File: config.mk
export PLATFORM = sky130hd
export DESIGN_NAME = seg_display_decoder
export DESIGN_NICKNAME = d
export VERILOG_FILES = /design/src/rtl/seg_display_decoder.sv
export SDC_FILE = /design/constraint.sdc
export NUM_CORES = 1
export LEC_CHECK = 0
export ABC_AREA = 1
export CAP_MARGIN = 5
export CORE_UTILIZATION = 48
export DETAILED_ROUTE_END_ITERATION = 7
export PLACE_DENSITY = 0.73
export SETUP_SLACK_MARGIN = 0.05
export SLEW_MARGIN = 20
export SYNTH_ARGS = -nofsm -noshare
export SYNTH_HDL_FRONTEND = slang
export SYNTH_SLANG_ARGS = --single-unit
File: constraint.sdc
create_clock -name clk -period 2 [get_ports clk]
set_input_delay 0.4 -clock clk [delete_from_list [all_inputs] [get_ports clk]]
set_output_delay 0.4 -clock clk [all_outputs]
set_load 0.005 [all_outputs]
File: src/rtl/seg_display_decoder.sv
// seg_display_decoder: passive monitor for the active-low 7-segment bus.
// Waits for each {an_n, seg_n} sample to hold steady, decodes it to a hex nibble
// per anode position, flags illegal patterns, and checks that digit 0 walks the
// 1 -> 7 -> 0 -> 1 display sequence.
module seg_display_decoder #(
  parameter int unsigned STABLE_CYCLES = 4
) (
  input  logic        clk,
  input  logic        RST,
  input  logic [6:0]  seg_n,
  input  logic [3:0]  an_n,
  output logic [15:0] digit_val,
  output logic [3:0]  digit_valid,
  output logic        upd_pulse,
  output logic [1:0]  upd_idx,
  output logic        bad_pulse,
  output logic        bad_sticky,
  output logic [1:0]  seq_state,
  output logic        seq_err,
  output logic [7:0]  err_count,
  output logic [7:0]  loop_count
);

  localparam logic [7:0] STAB_MAX = 8'(STABLE_CYCLES);
  localparam logic [7:0] STAB_PRE = 8'(STABLE_CYCLES - 1);

  typedef enum logic [1:0] {
    SYNC = 2'd0,
    EXP7 = 2'd1,
    EXP0 = 2'd2,
    EXP1 = 2'd3
  } seq_t;

  // Returns {legal, nibble} for an active-low a..g pattern.
  function automatic logic [4:0] decode_seg(input logic [6:0] p);
    case (p)
      7'b0000001: return {1'b1, 4'h0};
      7'b1001111: return {1'b1, 4'h1};
      7'b0010010: return {1'b1, 4'h2};
      7'b0000110: return {1'b1, 4'h3};
      7'b1001100: return {1'b1, 4'h4};
      7'b0100100: return {1'b1, 4'h5};
      7'b0100000: return {1'b1, 4'h6};
      7'b0001111: return {1'b1, 4'h7};
      7'b0000000: return {1'b1, 4'h8};
      7'b0000100: return {1'b1, 4'h9};
      7'b0001000: return {1'b1, 4'hA};
      7'b1100000: return {1'b1, 4'hB};
      7'b0110001: return {1'b1, 4'hC};
      7'b1000010: return {1'b1, 4'hD};
      7'b0110000: return {1'b1, 4'hE};
      7'b0111000: return {1'b1, 4'hF};
      default:    return 5'b0_0000;
    endcase
  endfunction

  // Returns {exactly_one_low, index} for the active-low anode vector.
  function automatic logic [2:0] decode_an(input logic [3:0] a);
    case (a)
      4'b1110: return {1'b1, 2'd0};
      4'b1101: return {1'b1, 2'd1};
      4'b1011: return {1'b1, 2'd2};
      4'b0111: return {1'b1, 2'd3};
      default: return 3'b000;
    endcase
  endfunction

  logic [10:0] s_cur;
  logic [7:0]  stab_cnt;
  logic [10:0] bus_now;
  logic        changed;
  logic        accept;
  logic [2:0]  an_dec;
  logic [4:0]  seg_dec;
  logic        is_blank;
  logic        acc_ok;
  logic [1:0]  acc_idx;
  logic [3:0]  acc_nib;
  logic        last0_valid;
  logic [3:0]  last0_val;
  logic        seq_in;
  seq_t        state;

  // Comparing the incoming sample against s_cur is the same as comparing the
  // next s_cur against the next s_prev, so the count lines up with the sample
  // register without keeping a separate s_prev copy.
  assign bus_now  = {an_n, seg_n};
  assign changed  = (bus_now != s_cur);
  assign accept   = !changed && (stab_cnt == STAB_PRE);
  assign an_dec   = decode_an(s_cur[10:7]);
  assign seg_dec  = decode_seg(s_cur[6:0]);
  assign is_blank = (s_cur[6:0] == 7'b1111111);
  assign acc_ok   = accept && an_dec[2];
  assign acc_idx  = an_dec[1:0];
  assign acc_nib  = seg_dec[3:0];
  assign seq_in   = acc_ok && (acc_idx == 2'd0) && seg_dec[4] &&
                    (!last0_valid || (acc_nib != last0_val));
  assign seq_state = state;

  // Sample the bus and count how long it has held the same value.
  always_ff @(posedge clk) begin
    if (RST) begin
      s_cur    <= '1;
      stab_cnt <= 8'd0;
    end else begin
      s_cur <= bus_now;
      if (changed)
        stab_cnt <= 8'd1;
      else if (stab_cnt != STAB_MAX)
        stab_cnt <= stab_cnt + 8'd1;
    end
  end

  // On each accept, update the addressed digit and raise the strobes.
  always_ff @(posedge clk) begin
    if (RST) begin
      digit_val   <= 16'h0000;
      digit_valid <= 4'b0000;
      upd_pulse   <= 1'b0;
      upd_idx     <= 2'd0;
      bad_pulse   <= 1'b0;
      bad_sticky  <= 1'b0;
    end else begin
      upd_pulse <= acc_ok;
      bad_pulse <= 1'b0;
      if (acc_ok) begin
        upd_idx <= acc_idx;
        if (seg_dec[4]) begin
          digit_val[{acc_idx, 2'b00} +: 4] <= acc_nib;
          digit_valid[acc_idx]             <= 1'b1;
        end else if (is_blank) begin
          digit_valid[acc_idx] <= 1'b0;
        end else begin
          digit_valid[acc_idx] <= 1'b0;
          bad_pulse            <= 1'b1;
          bad_sticky           <= 1'b1;
        end
      end
    end
  end

  // Track digit 0 through the 1 -> 7 -> 0 -> 1 loop; held repeats are filtered.
  always_ff @(posedge clk) begin
    if (RST) begin
      state       <= SYNC;
      seq_err     <= 1'b0;
      err_count   <= 8'd0;
      loop_count  <= 8'd0;
      last0_valid <= 1'b0;
      last0_val   <= 4'h0;
    end else begin
      seq_err <= 1'b0;
      if (seq_in) begin
        last0_valid <= 1'b1;
        last0_val   <= acc_nib;
        case (state)
          SYNC: begin
            if (acc_nib == 4'h1)
              state <= EXP7;
          end
          EXP7: begin
            if (acc_nib == 4'h7) begin
              state <= EXP0;
            end else begin
              seq_err <= 1'b1;
              if (err_count != 8'hFF)
                err_count <= err_count + 8'd1;
              state <= (acc_nib == 4'h1) ? EXP7 : SYNC;
            end
          end
          EXP0: begin
            if (acc_nib == 4'h0) begin
              state      <= EXP1;
              loop_count <= loop_count + 8'd1;
            end else begin
              seq_err <= 1'b1;
              if (err_count != 8'hFF)
                err_count <= err_count + 8'd1;
              state <= (acc_nib == 4'h1) ? EXP7 : SYNC;
            end
          end
          EXP1: begin
            if (acc_nib == 4'h1) begin
              state <= EXP7;
            end else begin
              seq_err <= 1'b1;
              if (err_count != 8'hFF)
                err_count <= err_count + 8'd1;
              state <= SYNC;
            end
          end
          default: state <= SYNC;
        endcase
      end
    end
  end

endmodule

==> flow_summary.toml <==
[pwr]
pwr-share-comb_pct = 8.0
p_seq_share_pct = 47.6
power_switching_mw = 0.7400
p_int_mw = 2.166
power.share.clock_pct = 44.4
swShare_pct = 25.46
ir_drop_mv = 0.4659
leakage_nw = 2.106
power_per_cell_area_nw_per_um2 = 565.9

[timing]
skew_ns = 0.01040
setup_viol = 2
slew_violations = 0
min_period_ns = 2.014
max_slew_margin_pct = 70.94
fin_hold_ws_ns = 0.3821
fin_crit_sh_pct = 100.7
worst_pin_slew_ns = 0.4320
setup_slack_ns = -0.01448
hold_viol_final = 0
fmax_mhz = 496.4
rsz0062_at_grt = "yes"

[clock_network]
cts_root_buffer = "clkbuf_8"
clock_latency_ns = 0.36
cts_tree = "yes"
cts.sink_count = 68
cts_max_path_buffers = 2
cts_buffers = 9
clk_pin_slew_ns = 0.08
holdBufCountCts = 0
h-tree-depth = 3

[critical_path]
cpMaxStageDelayCell = "dfxtp_4"
critPathArrivalTime_ns = 2.27
endpoint_kind = "flop"
crit_path_max_fanout = 5
cp_common_cell = "nor2_4"
worstPathCellList = "nand2_1 -> nor2_2 -> nand2_2 -> nand2_2 -> nor2_4 -> nand2_1 -> nor2_4 -> nor2_4 -> buf_4 -> nand4_1 -> o21ai_1 -> nor2_1"
worstSetupPathType = "flop to flop"
required_ns = 2.25
slowest_delay_ns = 0.39
cp-start-kind = "flop"

[floorplanning]
core-area_sq_um = 6944
io_pins = 57
initial_core_util_pct = 50.52
die_w_um = 87.50
die_h_um = 87.50
dieArea_sq_um = 7655
num_rows = 30

[yosys]
synth_cells = 526
synth.largest_area_cell = "dfxtp_1"
synth_edf_count = 0
synth_area_sq_um = 3508
synth_area_per_cell_sq_um = 6.670
synth_ff_type = "dfxtp_1"
seq_area_frac_synth_pct = 38.80
synth_cell_types = 33
async_flop_share_pct = 0
syn_nets = 547
yosys_warnings = 0
yosysTopAreaCellShare_pct = 38.80
ys_top_cells_by_area = "dfxtp_1 39%, nand2_1 16%, nor2_1 7.7%"
synth_seq_cells = 68

[finish]
nets = 656
syn_to_final_growth_pct = 46.40
final_layout_size_suffix_gt1_share_pct = 28.75
antennaDiodeCount = 0
final_cells = 736
final_util_pct = 73.96

[detailed_routing]
via_per_inst = 5.060
drtIter0Drc = 120
drtAntennaViolNets = 0
drt_wl_total_um = 9150
num_vias = 3724
drt_first_pass_iters = 4
drc = 0
routedWlPerCell_um = 12.43

[placement]
placed_cells = 710
place_congestion = 0.8587
dp_hpwl_um = 6246
io_buffer_count = 56

[run]
maxCapViolCount = 0

[status]
status = "complete, but fails checks"
violations = "negative setup slack"

[hold_path]
hp-class = "input pin to flop"

[grt]
grt_pass1_vias = 3426
grt_pass1_wl_um = 14300
grt_use_total_pct = 23.69
grt_start_max_net_pins = 31
grt_overflow = 0
antenna_found_initial = 0
==> metal layers <==
layer / wire length [um] / GRT usage, %
met1: 4007 / 27.16
met4: 172 / 8.346
met5: 0 / 0
met3: 330 / 5.592
met2: 4639 / 42.76
==> path summary, 6_finish.rpt <==
path	startpoint	endpoint	slack, ns	depth (start not counted)
worst min-delay path	seg_n[2]	s_cur[2]$_SDFF_PP1_	0.38	3
worst max register to register	s_cur[1]$_SDFF_PP1_	loop_count[7]$_SDFFE_PP0P_	-0.01	12
worst min register to register	bad_sticky$_SDFFE_PP0P_	bad_sticky$_SDFFE_PP0P_	0.45	1
worst max-delay path	s_cur[1]$_SDFF_PP1_	loop_count[7]$_SDFFE_PP0P_	-0.01	12
==> sequential cells by signal (all words and copies together) (netlist names), named ones only <==
signal       count
bad_sticky       1
seq_state        2
bad_pulse        1
loop_count       8
s_cur           11
digit_val       16
last0_valid      1
seq_err          1
err_count        8
last0_val        4
stab_cnt         8
upd_idx          2
upd_pulse        1
==> worst max-delay path: cells and delay by family, from the launching register on <==
| family | cells | cell delay [ns] |
|---|---|---|
| buffers and inverters | 1 | 0.16 |
| flip-flops | 1 | 0.39 |
| AO/OA/AOI/OAI | 1 | 0.16 |
| AND/OR/NAND/NOR | 10 | 1.20 |
==> power by group through the flow <==
stage	sequential [mW]	combinational (mW)	clock, mW
finish	1.38	0.232	1.29
global route	1.39	0.254	1.37
CTS	1.38	0.197	1.30
detailed placement	1.41	0.193	0
global placement	1.41	0.188	0
floorplan	1.41	0.115	0
==> cell type report <==
cell class | instances | area (sq um)
sequential | 68 | 1388
fill | 545 | 1808
tap | 96 | 120.1
clock buffer | 9 | 123.9
timing repair buffer | 104 | 930.9
inverter | 70 | 279.0
clock inverter | 7 | 97.59
multi-input combinational | 382 | 2197
==> cell usage in the layout (no fill, tap or decap), types with 6 or more instances in the layout <==
| cell | n |
|---|---|
| clkdlybuf4s50_1 | 49 |
| nor2_2 | 16 |
| ha_1 | 8 |
| buf_4 | 43 |
| dfxtp_2 | 6 |
| inv_2 | 9 |
| nor3_1 | 7 |
| a21oi_2 | 6 |
| nand3_2 | 10 |
| nand3_1 | 23 |
| nand4_1 | 11 |
| dfxtp_1 | 57 |
| nor2_4 | 15 |
| o21ai_1 | 9 |
| dlygate4sd2_1 | 7 |
| inv_1 | 55 |
| a21oi_1 | 29 |
| clkbuf_8 | 9 |
| nand2_2 | 23 |
| nor2_1 | 49 |
| nand2_1 | 127 |
==> what timing repair did <==
action,in CTS,in global routing
setup buffers,4,5
endpoints found under the hold margin,0,0
setup endpoints to repair,43,51
pin swaps,18,32
cloned,1,0
gates resized for setup,47,90
==> per-stage QoR <==
step	cell area, sq um	power, mW	setup WS [ns]	setup TNS, ns
2_1_floorplan	3515	1.525	0.09820	0
3_3_place_gp	4461	1.601	-0.3992	-13.09
3_5_place_dp	4461	1.606	-0.4906	-16.68
4_1_cts	4806	2.879	-0.03219	-0.06973
5_1_grt	5136	3.009	-0.2025	-4.077
6_report	5136	2.906	-0.01448	-0.02600
==> cells in the mapped netlist (2+ instances only) <==
| cell type | count |
|---|---|
| nor3b_1 | 2 |
| nand2_1 | 151 |
| nor2_4 | 3 |
| xor2_1 | 5 |
| nor3_1 | 10 |
| o21ai_1 | 4 |
| nand3_4 | 2 |
| xnor2_1 | 4 |
| nor4_1 | 3 |
| or2_2 | 5 |
| nand3_1 | 32 |
| inv_2 | 8 |
| a21oi_1 | 35 |
| dfxtp_1 | 68 |
| nor2_1 | 72 |
| nand2_2 | 4 |
| a31oi_1 | 4 |
| inv_1 | 62 |
| nand4_1 | 11 |
| nand3_2 | 2 |
| o21ai_0 | 12 |
| nor2_2 | 4 |
| clkbuf_1 | 6 |
| ha_1 | 8 |
==> cells by family after synthesis <==
| group | after synthesis | synth area share, % |
|---|---|---|
| simple gates | 308 | 39.62 |
| buf+inv | 77 | 8.274 |
| flops | 68 | 38.80 |
| compound gates | 56 | 8.203 |
| xor+xnor | 9 | 2.247 |
| fa+ha+maj | 8 | 2.853 |
No activity file was read; power rests on OpenSTA's default activity.
